**src/rtl/cw_output.sv**
```systemverilog
// cw_output: clockwise output stage. Per-VC arbitration between the CW input and PE injection
// stages, one-entry VC buffers with hop decrement, and phase-alternated link send under cwso/cwro.
// Define CW_OUTPUT_RR_ARB_EN for per-VC round-robin arbitration; default is fixed CW-over-PE priority.
module cw_output #(
    parameter int DATA_WIDTH = 64,
    parameter int HOP_MSB    = 55,
    parameter int HOP_LSB    = 48
) (
    input  logic                  clk,
    input  logic                  rst,
    input  logic                  polarity,
    input  logic                  req_cw_even,
    input  logic                  req_cw_odd,
    input  logic [DATA_WIDTH-1:0] data_cw_even,
    input  logic [DATA_WIDTH-1:0] data_cw_odd,
    input  logic                  req_pe_even,
    input  logic                  req_pe_odd,
    input  logic [DATA_WIDTH-1:0] data_pe_even,
    input  logic [DATA_WIDTH-1:0] data_pe_odd,
    output logic                  grant_cw_even,
    output logic                  grant_cw_odd,
    output logic                  grant_pe_even,
    output logic                  grant_pe_odd,
    output logic                  cwso,
    input  logic                  cwro,
    output logic [DATA_WIDTH-1:0] cwdo
);

    localparam int HOP_W = HOP_MSB - HOP_LSB + 1;
    localparam logic [HOP_W-1:0] HOP_ONE = HOP_W'(1);

    logic [DATA_WIDTH-1:0] buf_even, buf_odd;
    logic                  full_even, full_odd;
    logic                  even_open, odd_open;

    // A VC accepts a new flit only in its internal phase and only when its buffer is empty.
    assign odd_open  = polarity & ~full_odd;
    assign even_open = ~polarity & ~full_even;

    // Hop field counts down and saturates at zero; every other bit passes through.
    function automatic logic [DATA_WIDTH-1:0] dec_hop(input logic [DATA_WIDTH-1:0] flit);
        logic [DATA_WIDTH-1:0] result;
        result = flit;
        if (flit[HOP_MSB:HOP_LSB] != '0)
            result[HOP_MSB:HOP_LSB] = flit[HOP_MSB:HOP_LSB] - HOP_ONE;
        return result;
    endfunction

`ifdef CW_OUTPUT_RR_ARB_EN
    typedef enum logic {SRC_CW = 1'b0, SRC_PE = 1'b1} src_e;

    src_e ptr_even, ptr_odd;

    always_comb begin
        // NOTE: every output gets a default first, so no path can infer a latch.
        grant_cw_even = 1'b0;
        grant_pe_even = 1'b0;
        grant_cw_odd  = 1'b0;
        grant_pe_odd  = 1'b0;
        if (even_open) begin
            if (req_cw_even && req_pe_even) begin
                grant_cw_even = (ptr_even == SRC_CW);
                grant_pe_even = (ptr_even == SRC_PE);
            end else begin
                grant_cw_even = req_cw_even;
                grant_pe_even = req_pe_even;
            end
        end
        if (odd_open) begin
            if (req_cw_odd && req_pe_odd) begin
                grant_cw_odd = (ptr_odd == SRC_CW);
                grant_pe_odd = (ptr_odd == SRC_PE);
            end else begin
                grant_cw_odd = req_cw_odd;
                grant_pe_odd = req_pe_odd;
            end
        end
    end

    // After any grant the pointer hands priority to the other source.
    always_ff @(posedge clk or posedge rst) begin
        if (rst) begin
            ptr_even <= SRC_CW;
            ptr_odd  <= SRC_CW;
        end else begin
            if (grant_cw_even)      ptr_even <= SRC_PE;
            else if (grant_pe_even) ptr_even <= SRC_CW;
            if (grant_cw_odd)       ptr_odd  <= SRC_PE;
            else if (grant_pe_odd)  ptr_odd  <= SRC_CW;
        end
    end
`else
    assign grant_cw_even = even_open & req_cw_even;
    assign grant_pe_even = even_open & req_pe_even & ~req_cw_even;
    assign grant_cw_odd  = odd_open & req_cw_odd;
    assign grant_pe_odd  = odd_open & req_pe_odd & ~req_cw_odd;
`endif

    // Load and send for one VC use opposite phases, so the if/else never hides an event.
    always_ff @(posedge clk or posedge rst) begin
        if (rst) begin
            // NOTE: the flit buffers are reset too, so no stale flit can reach cwdo after reset.
            buf_even  <= '0;
            buf_odd   <= '0;
            full_even <= 1'b0;
            full_odd  <= 1'b0;
            cwso      <= 1'b0;
            cwdo      <= '0;
        end else begin
            // NOTE: non-blocking throughout, so every register samples pre-edge values.
            cwso <= 1'b0;
            if (grant_cw_even || grant_pe_even) begin
                buf_even  <= dec_hop(grant_cw_even ? data_cw_even : data_pe_even);
                full_even <= 1'b1;
            end else if (polarity && full_even && cwro) begin
                cwso      <= 1'b1;
                cwdo      <= buf_even;
                full_even <= 1'b0;
            end
            if (grant_cw_odd || grant_pe_odd) begin
                buf_odd  <= dec_hop(grant_cw_odd ? data_cw_odd : data_pe_odd);
                full_odd <= 1'b1;
            end else if (!polarity && full_odd && cwro) begin
                cwso     <= 1'b1;
                cwdo     <= buf_odd;
                full_odd <= 1'b0;
            end
        end
    end

endmodule
```
**config.mk**
```make
export PLATFORM = sky130hd
export DESIGN_NAME = cw_output
export DESIGN_NICKNAME = d
export VERILOG_FILES = /design/src/rtl/cw_output.sv
export SDC_FILE = /design/constraint.sdc
export NUM_CORES = 1
export LEC_CHECK = 0
export BUFFER_PORTS_ARGS = -buffer_cell sky130_fd_sc_hd__buf_2
export CORE_MARGIN = 2
export CORE_UTILIZATION = 40
export CTS_CLUSTER_SIZE = 14
export DETAILED_ROUTE_END_ITERATION = 10
export GPL_TIMING_DRIVEN = 0
export PLACE_DENSITY = 0.77
export SLEW_MARGIN = 40
export SYNTH_ARGS = -nofsm -noshare
export SYNTH_HDL_FRONTEND = slang
export SYNTH_SLANG_ARGS = --single-unit
```
**constraint.sdc**
```tcl
create_clock -name clk -period 17.6 [get_ports clk]
set_input_delay 2.64 -clock clk [delete_from_list [all_inputs] [get_ports clk]]
set_output_delay 2.64 -clock clk [all_outputs]
set_load 0.02 [all_outputs]
```
==> impl_results.md, run 1 <==
* Max-cap violations at 0
* Leak pwr at 5.808 nW
* Met2 routed WL at 15.88 mm
* Cell Area, Synth at 9424 sq um
* Worst skew pair latency at 440 ps
* Die height at 157.5 um
* Initial DRC count at 760
* Max layer used: met4
* GPL Wtd Cong at 0.8753
* Initial antenna violation count at 5
* CP Class: input port to output pin
* CP Capture Type: output pin
* Total track usage at 26.14%
* Vias/cell at 5.328
* Crit-path cells: buf_6, nand3b_4, buf_2, clkinv_1, buf_2, buf_2
* Setup-failing EPs final at 0
* Max Fclk at 145.9 MHz
* Post-Syn Instances at 1130
* Wire length on met3 at 2.230 mm
* Min Clock Period, post-route at 6854 ps
* Largest cells by area after synthesis: dfrtp_1, nand2_1, a31oi_1
* Htree depth at 4
* IO Pins at 333
* Area grow syn2layout at 29.04%
* Slew @ Worst Pin at 632.0 ps
* Slew margin rel. at 57.87%
* Synth Flop Type: dfrtp_1
* Post-synthesis register bit count at 195
* Unique masters post-synth at 55
* Mapped Nets at 1398
* Gr ovfl total at 0
* Worst vdd ir at 65.90 uV
* CP startpoint kind: input port
* PortBufs at 331
* CTS Buf Count at 17
* FFs w/ async S/R, synth at 100.0%
* Yosys top cell area share at 51.78%
* HP Class: flop to flop
* Initial Util at 40.39%
* Global-route wire length before repair at 49.57 mm
* Final HPWL DP at 24.26 mm
* Sequential area share after synthesis at 51.78%
* Post-synth top area cell: dfrtp_1
* Cell family with most CP delay: buffers and inverters
* Antenna Nets Post-Route at 0
* Syn. warnings at 0
* Slowest-stage cell, CP: buf_2
* Die area at 24800 sq um
* Hold_buf cts at 0
* Vias in the first global route at 9392
* Worst hold slack at 490.9 ps
* Core ar. at 23330 sq um
* Post-CTS sizing at 0
* WL/cell at 17.97 um
* Clk buf depth at 2
* Final worst-path cycle share at 38.94%
* Fin Setup TNS at 0 ps
* Crit path required time at 14960 ps
* Sink Count at 195
* Layout cell share with drive strength beyond 1 at 27.69%
* Most frequent cells in the layout: nand2_1, buf_2, dfrtp_1, nor2_1, a31oi_1
* Worst Slack Setup Final at 10750 ps
* Post-synth EDFFs at 0
* Crit-path max cell delay at 430 ps
* Layout Nets at 1750
* Clk_skew at 15.35 ps
* Post-Syn Area per Cell at 8.340 sq um
* # DRC at 0
* Pre-CTS setup slack at 10730 ps
* Status: complete, no violations
* CTS Root Cell: clkbuf_16
* Crit path DAT at 4210 ps
* Pwr Density at 156.4 nW/um^2
* Fin. Hold Viols at 0
* Clk slew on worst S/H paths at 80 ps
* Crit Path Max Fanout at 10
* Final Max Slew Viols at 0
* Via count at 9691
* Die width at 157.5 um
* Final WL at 32.70 mm
* Commonest non-fill, non-tap cell in the layout: nand2_1
* Post-CTS Setup Inserts at 0
* Num rows at 56
* Pre-antenna DRT Iters at 7
* Met1 wire length at 13.88 mm
* CTS tree: done
* Most used cell, CP: buf_2
* Worst Path Buf+Inv at 5
* RSZ-0062 raised after global routing: false
* Largest net degree at the start of global routing at 80
==> layout make-up <==
type                    instances  area (sq um)
well taps                     319         399.1
plain buffers                  82         356.6
inverters                       5         26.28
clock buffers                  17         425.4
flip-flops and latches        195          4880
repair buffers                333          1712
fillers                      2243         11170
diodes                          5         12.51
multi-input cells             848          4169
clock inverters                15         180.2
==> Yosys cell counts, types with 2 or more instances <==
cell        n
a22oi_1     3
nor2_1    181
or4_1       6
or3_1       6
o21a_1      5
or2_2       2
a31oi_1   171
ha_1        4
mux2i_1    11
o31ai_1     5
a32o_1      4
and4_1      3
xor2_1      6
nor3b_1     7
nand3_1    12
inv_1       3
xnor2_1     3
o21ai_0     8
o31a_1      2
nand2b_1    2
nand3b_4    2
clkbuf_1   42
buf_2      30
dfrtp_1   195
nor4_1      4
nor3_1     12
nand2_1   363
buf_1       8
a21oi_1     2
and3_1      3
==> worst reg2reg max path: cells and delay by family, from the launching register on <==
| family | cells | cell delay, ps |
|---|---|---|
| flip-flops | 1 | 470 |
| AO/OA/AOI/OAI | 2 | 470 |
| AND/OR/NAND/NOR | 4 | 900 |
| multiplexers | 1 | 380 |
| buffers and inverters | 2 | 430 |
| adder cells (fa/ha/maj) | 1 | 340 |
==> final timing paths <==
kind	to	start	depth (start not counted)	slack [ps]
max	grant_cw_odd	polarity	6	10750
min in group asynchronous	buf_odd[19]	rst	2	2210
max in group asynchronous	cwdo[48]	rst	4	14330
min reg2reg	cwdo[62]	buf_odd[62]	2	490
min	cwdo[62]	buf_odd[62]	2	490
max reg2reg	buf_even[54]	full_even	10	14510
==> flip-flops by register name, indices dropped and copies added (netlist names) <==
| signal | count |
|---|---|
| buf_even | 64 |
| buf_odd | 64 |
| cwdo | 64 |
| cwso | 1 |
| full_even | 1 |
| full_odd | 1 |
==> metal layers <==
metal  vias up  track usage, %
li1       4566               -
met1      4702           34.52
met2       381           43.34
met3        42           4.901
met4         0           8.788
met5         -               0
==> cells by family after synthesis <==
group           share of synthesized area [%]
fa+ha+maj                              0.5311
xor+xnor                               0.8365
buf+inv                                 3.983
mux                                     1.288
flops                                   51.78
simple gates                            27.19
compound gates                          14.39
==> per-stage QoR <==
stage | cell area, sq um | util (%) | std cells | total power, mW
after global placement | 11480 | 49.20 | 1780 | 1.486
after global routing | 12160 | 52.11 | 1818 | 2.022
after detailed placement | 11540 | 49.47 | 1782 | 1.510
after CTS | 12150 | 52.06 | 1814 | 1.908
after floorplan | 9424 | - | 1130 | 1.233
final | 12160 | 52.12 | 1819 | 1.901
==> report_power, final <==
part	total [mW]	switching (mW)	internal (mW)
registers	0.801	0.133	0.669
clock network	0.397	0.204	0.194
logic	0.703	0.442	0.261
total	1.90	0.778	1.12
Power figures use the tool's default switching activity.
==> run 2, diff against run 1 <==
Settings changed: PLACE_DENSITY 0.77 to 0.8.
Clock period 17.6 ns to 5.8 ns, I/O delays scaled along.
==> impl_results.md, run 2 (synthesis results as in run 1) <==
* Htree depth at 4 (unchanged)
* Layout cell share with drive strength beyond 1 at 27.96% (was 27.69%)
* Max-cap violations at 0 (unchanged)
* # DRC at 0 (unchanged)
* CP Class: input port to output pin (unchanged)
* Initial DRC count at 905 (was 760)
* Clk slew on worst S/H paths at 80 ps (about the same)
* Leak pwr at 5.893 nW (was 5.808 nW)
* Setup-failing EPs final at 0 (unchanged)
* Largest net degree at the start of global routing at 27 (was 80)
* Crit path DAT at 2360 ps (was 4210 ps)
* Worst skew pair latency at 440 ps (about the same)
* Post-CTS sizing at 0 (unchanged)
* Clk buf depth at 2 (unchanged)
* Initial Util at 40.39% (unchanged)
* Critical Path Sink: grant_cw_odd (unchanged)
* RSZ-0062 raised after global routing: false (unchanged)
* Sink Count at 195 (unchanged)
* Num rows at 56 (unchanged)
* CTS tree: done (unchanged)
* PortBufs at 331 (unchanged)
* Utilization after layout at 52.92% (was 52.12%)
* Min Clock Period, post-route at 3234 ps
* Vias in the first global route at 9541 (was 9392)
* Crit path required time at 4930 ps (was 14960 ps)
* Final WL at 33.31 mm (was 32.70 mm)
* Die width at 157.5 um (unchanged)
* Area grow syn2layout at 31.03% (was 29.04%)
* Global-route wire length before repair at 50.58 mm (was 49.57 mm)
* Die height at 157.5 um (unchanged)
* Most frequent cells in the layout: nand2_1, buf_2, dfrtp_1, nor2_1, a31oi_1 (unchanged)
* Final worst-path cycle share at 55.76%
* Total track usage at 26.71% (was 26.14%)
* Reg-to-reg slack, setup at 2750 ps (was 14510 ps)
* Fin Setup TNS at 0 ps (unchanged)
* Layout Nets at 1757 (was 1750)
* GPL Wtd Cong at 0.9077 (was 0.8753)
* Pre-antenna DRT Iters at 6 (was 7)
* WL/cell at 18.24 um (was 17.97 um)
* Die area at 24800 sq um (unchanged)
* Post-CTS Setup Inserts at 0 (unchanged)
* Top flop regs: buf_even x64, buf_odd x64, cwdo x64 (unchanged)
* Final HPWL DP at 25.00 mm (was 24.26 mm)
* Fin. Hold Viols at 0 (unchanged)
* R2r endpoint: buf_even[54] (unchanged)
* Slew margin rel. at 55.28% (was 57.87%)
* CTS Root Cell: clkbuf_16 (unchanged)
* HP Class: input port to async pin (was flop to flop)
* Worst-case reg-to-reg path depth at 10 (unchanged)
* Antenna Nets Post-Route at 0 (unchanged)
* Filler cells at 2262 (was 2243)
* Reg2reg start: full_even (unchanged)
* Status: complete, no violations (unchanged)
* Commonest non-fill, non-tap cell in the layout: nand2_1 (unchanged)
* Setup crit start: polarity (unchanged)
* Clk_skew at 16.98 ps (was 15.35 ps)
* Vias/cell at 5.411 (was 5.328)
* Crit Path Max Fanout at 10 (unchanged)
* CP Capture Type: output pin (unchanged)
* CP startpoint kind: input port (unchanged)
* Max Fclk at 309.2 MHz
* Pwr Density at 475.7 nW/um^2 (was 156.4 nW/um^2)
* IO Pins at 333 (unchanged)
* Via count at 9880 (was 9691)
* CTS Buf Count at 17 (unchanged)
* Initial antenna violation count at 4 (was 5)
* Slew @ Worst Pin at 670.8 ps (was 632.0 ps)
* Hold_buf cts at 0 (unchanged)
* Final Max Slew Viols at 0 (unchanged)
* Worst vdd ir at 199.1 uV (was 65.90 uV)
* Core ar. at 23330 sq um (unchanged)
* Gr ovfl total at 0 (unchanged)
run 2: cell types whose count changed in the layout (fill, tap and decap cells not counted), sizes merged:
cell,change
clkinvlp,+1
buf,+7
inv,-4
clkbuf,+2
bufinv,+3
clkinv,-2
run 2: worst min-delay path by stage:
stage	endpoint	depth (start not counted)
after global routing	cwdo[36]	2
after detailed placement	cwdo[62]	2
after floorplan	buf_odd[50]	2
final	cwdo[36]	2
after CTS	cwdo[36]	2
after global placement	buf_odd[50]	2
run 2: final cells by class:
cell class,instances,area (sq um),area share [%]
inverters,5,22.52,0.1824
diodes,5,12.51,0.1013
repair buffers,340,1874,15.18
flip-flops and latches,195,4880,39.52
clock buffers,19,442.9,3.587
clock inverters,13,191.4,1.550
plain buffers,82,356.6,2.888
well taps,319,399.1,3.232
multi-input cells,848,4169,33.76
run 2: power by group:
part	internal (mW)	switching [mW]	total, mW
clock network	0.709	0.570	1.28
logic	0.803	1.36	2.16
registers	2.03	0.406	2.44
total	3.54	2.33	5.87
run 2: worst max-delay path, stage by stage:
cell	delay, ps
buf_6	130
nand3b_4	110
buf_2	360
clkinv_1	380
buf_2	310
buf_2	180
run 2: through the flow:
| stage | cells | setup slack, ps | hold WS [ps] | power (mW) | area [sq um] |
|---|---|---|---|---|---|
| after floorplan | 1130 | 2412 | 443.5 | 3.742 | 9428 |
| final | 1826 | 2566 | 395.8 | 5.875 | 12350 |
| after CTS | 1821 | 2468 | 384.0 | 5.894 | 12340 |
| after global placement | 1780 | 1264 | 455.7 | 4.513 | 11480 |
| after detailed placement | 1789 | 2263 | 479.3 | 4.608 | 11700 |
| after global routing | 1824 | 2419 | 395.6 | 6.249 | 12340 |
run 2: metal layers:
| layer | global-route usage [%] | share of wire (%) | vias to the layer above | wire, um |
|---|---|---|---|---|
| met1 | 34.86 | 42 | 4763 | 14060 |
| met4 | 11.52 | 3.3 | 0 | 1100 |
| met5 | 0 | 0 | - | 0 |
| met3 | 4.488 | 6.5 | 71 | 2157 |
| met2 | 43.94 | 48 | 455 | 15990 |
| li1 | - | - | 4591 | - |
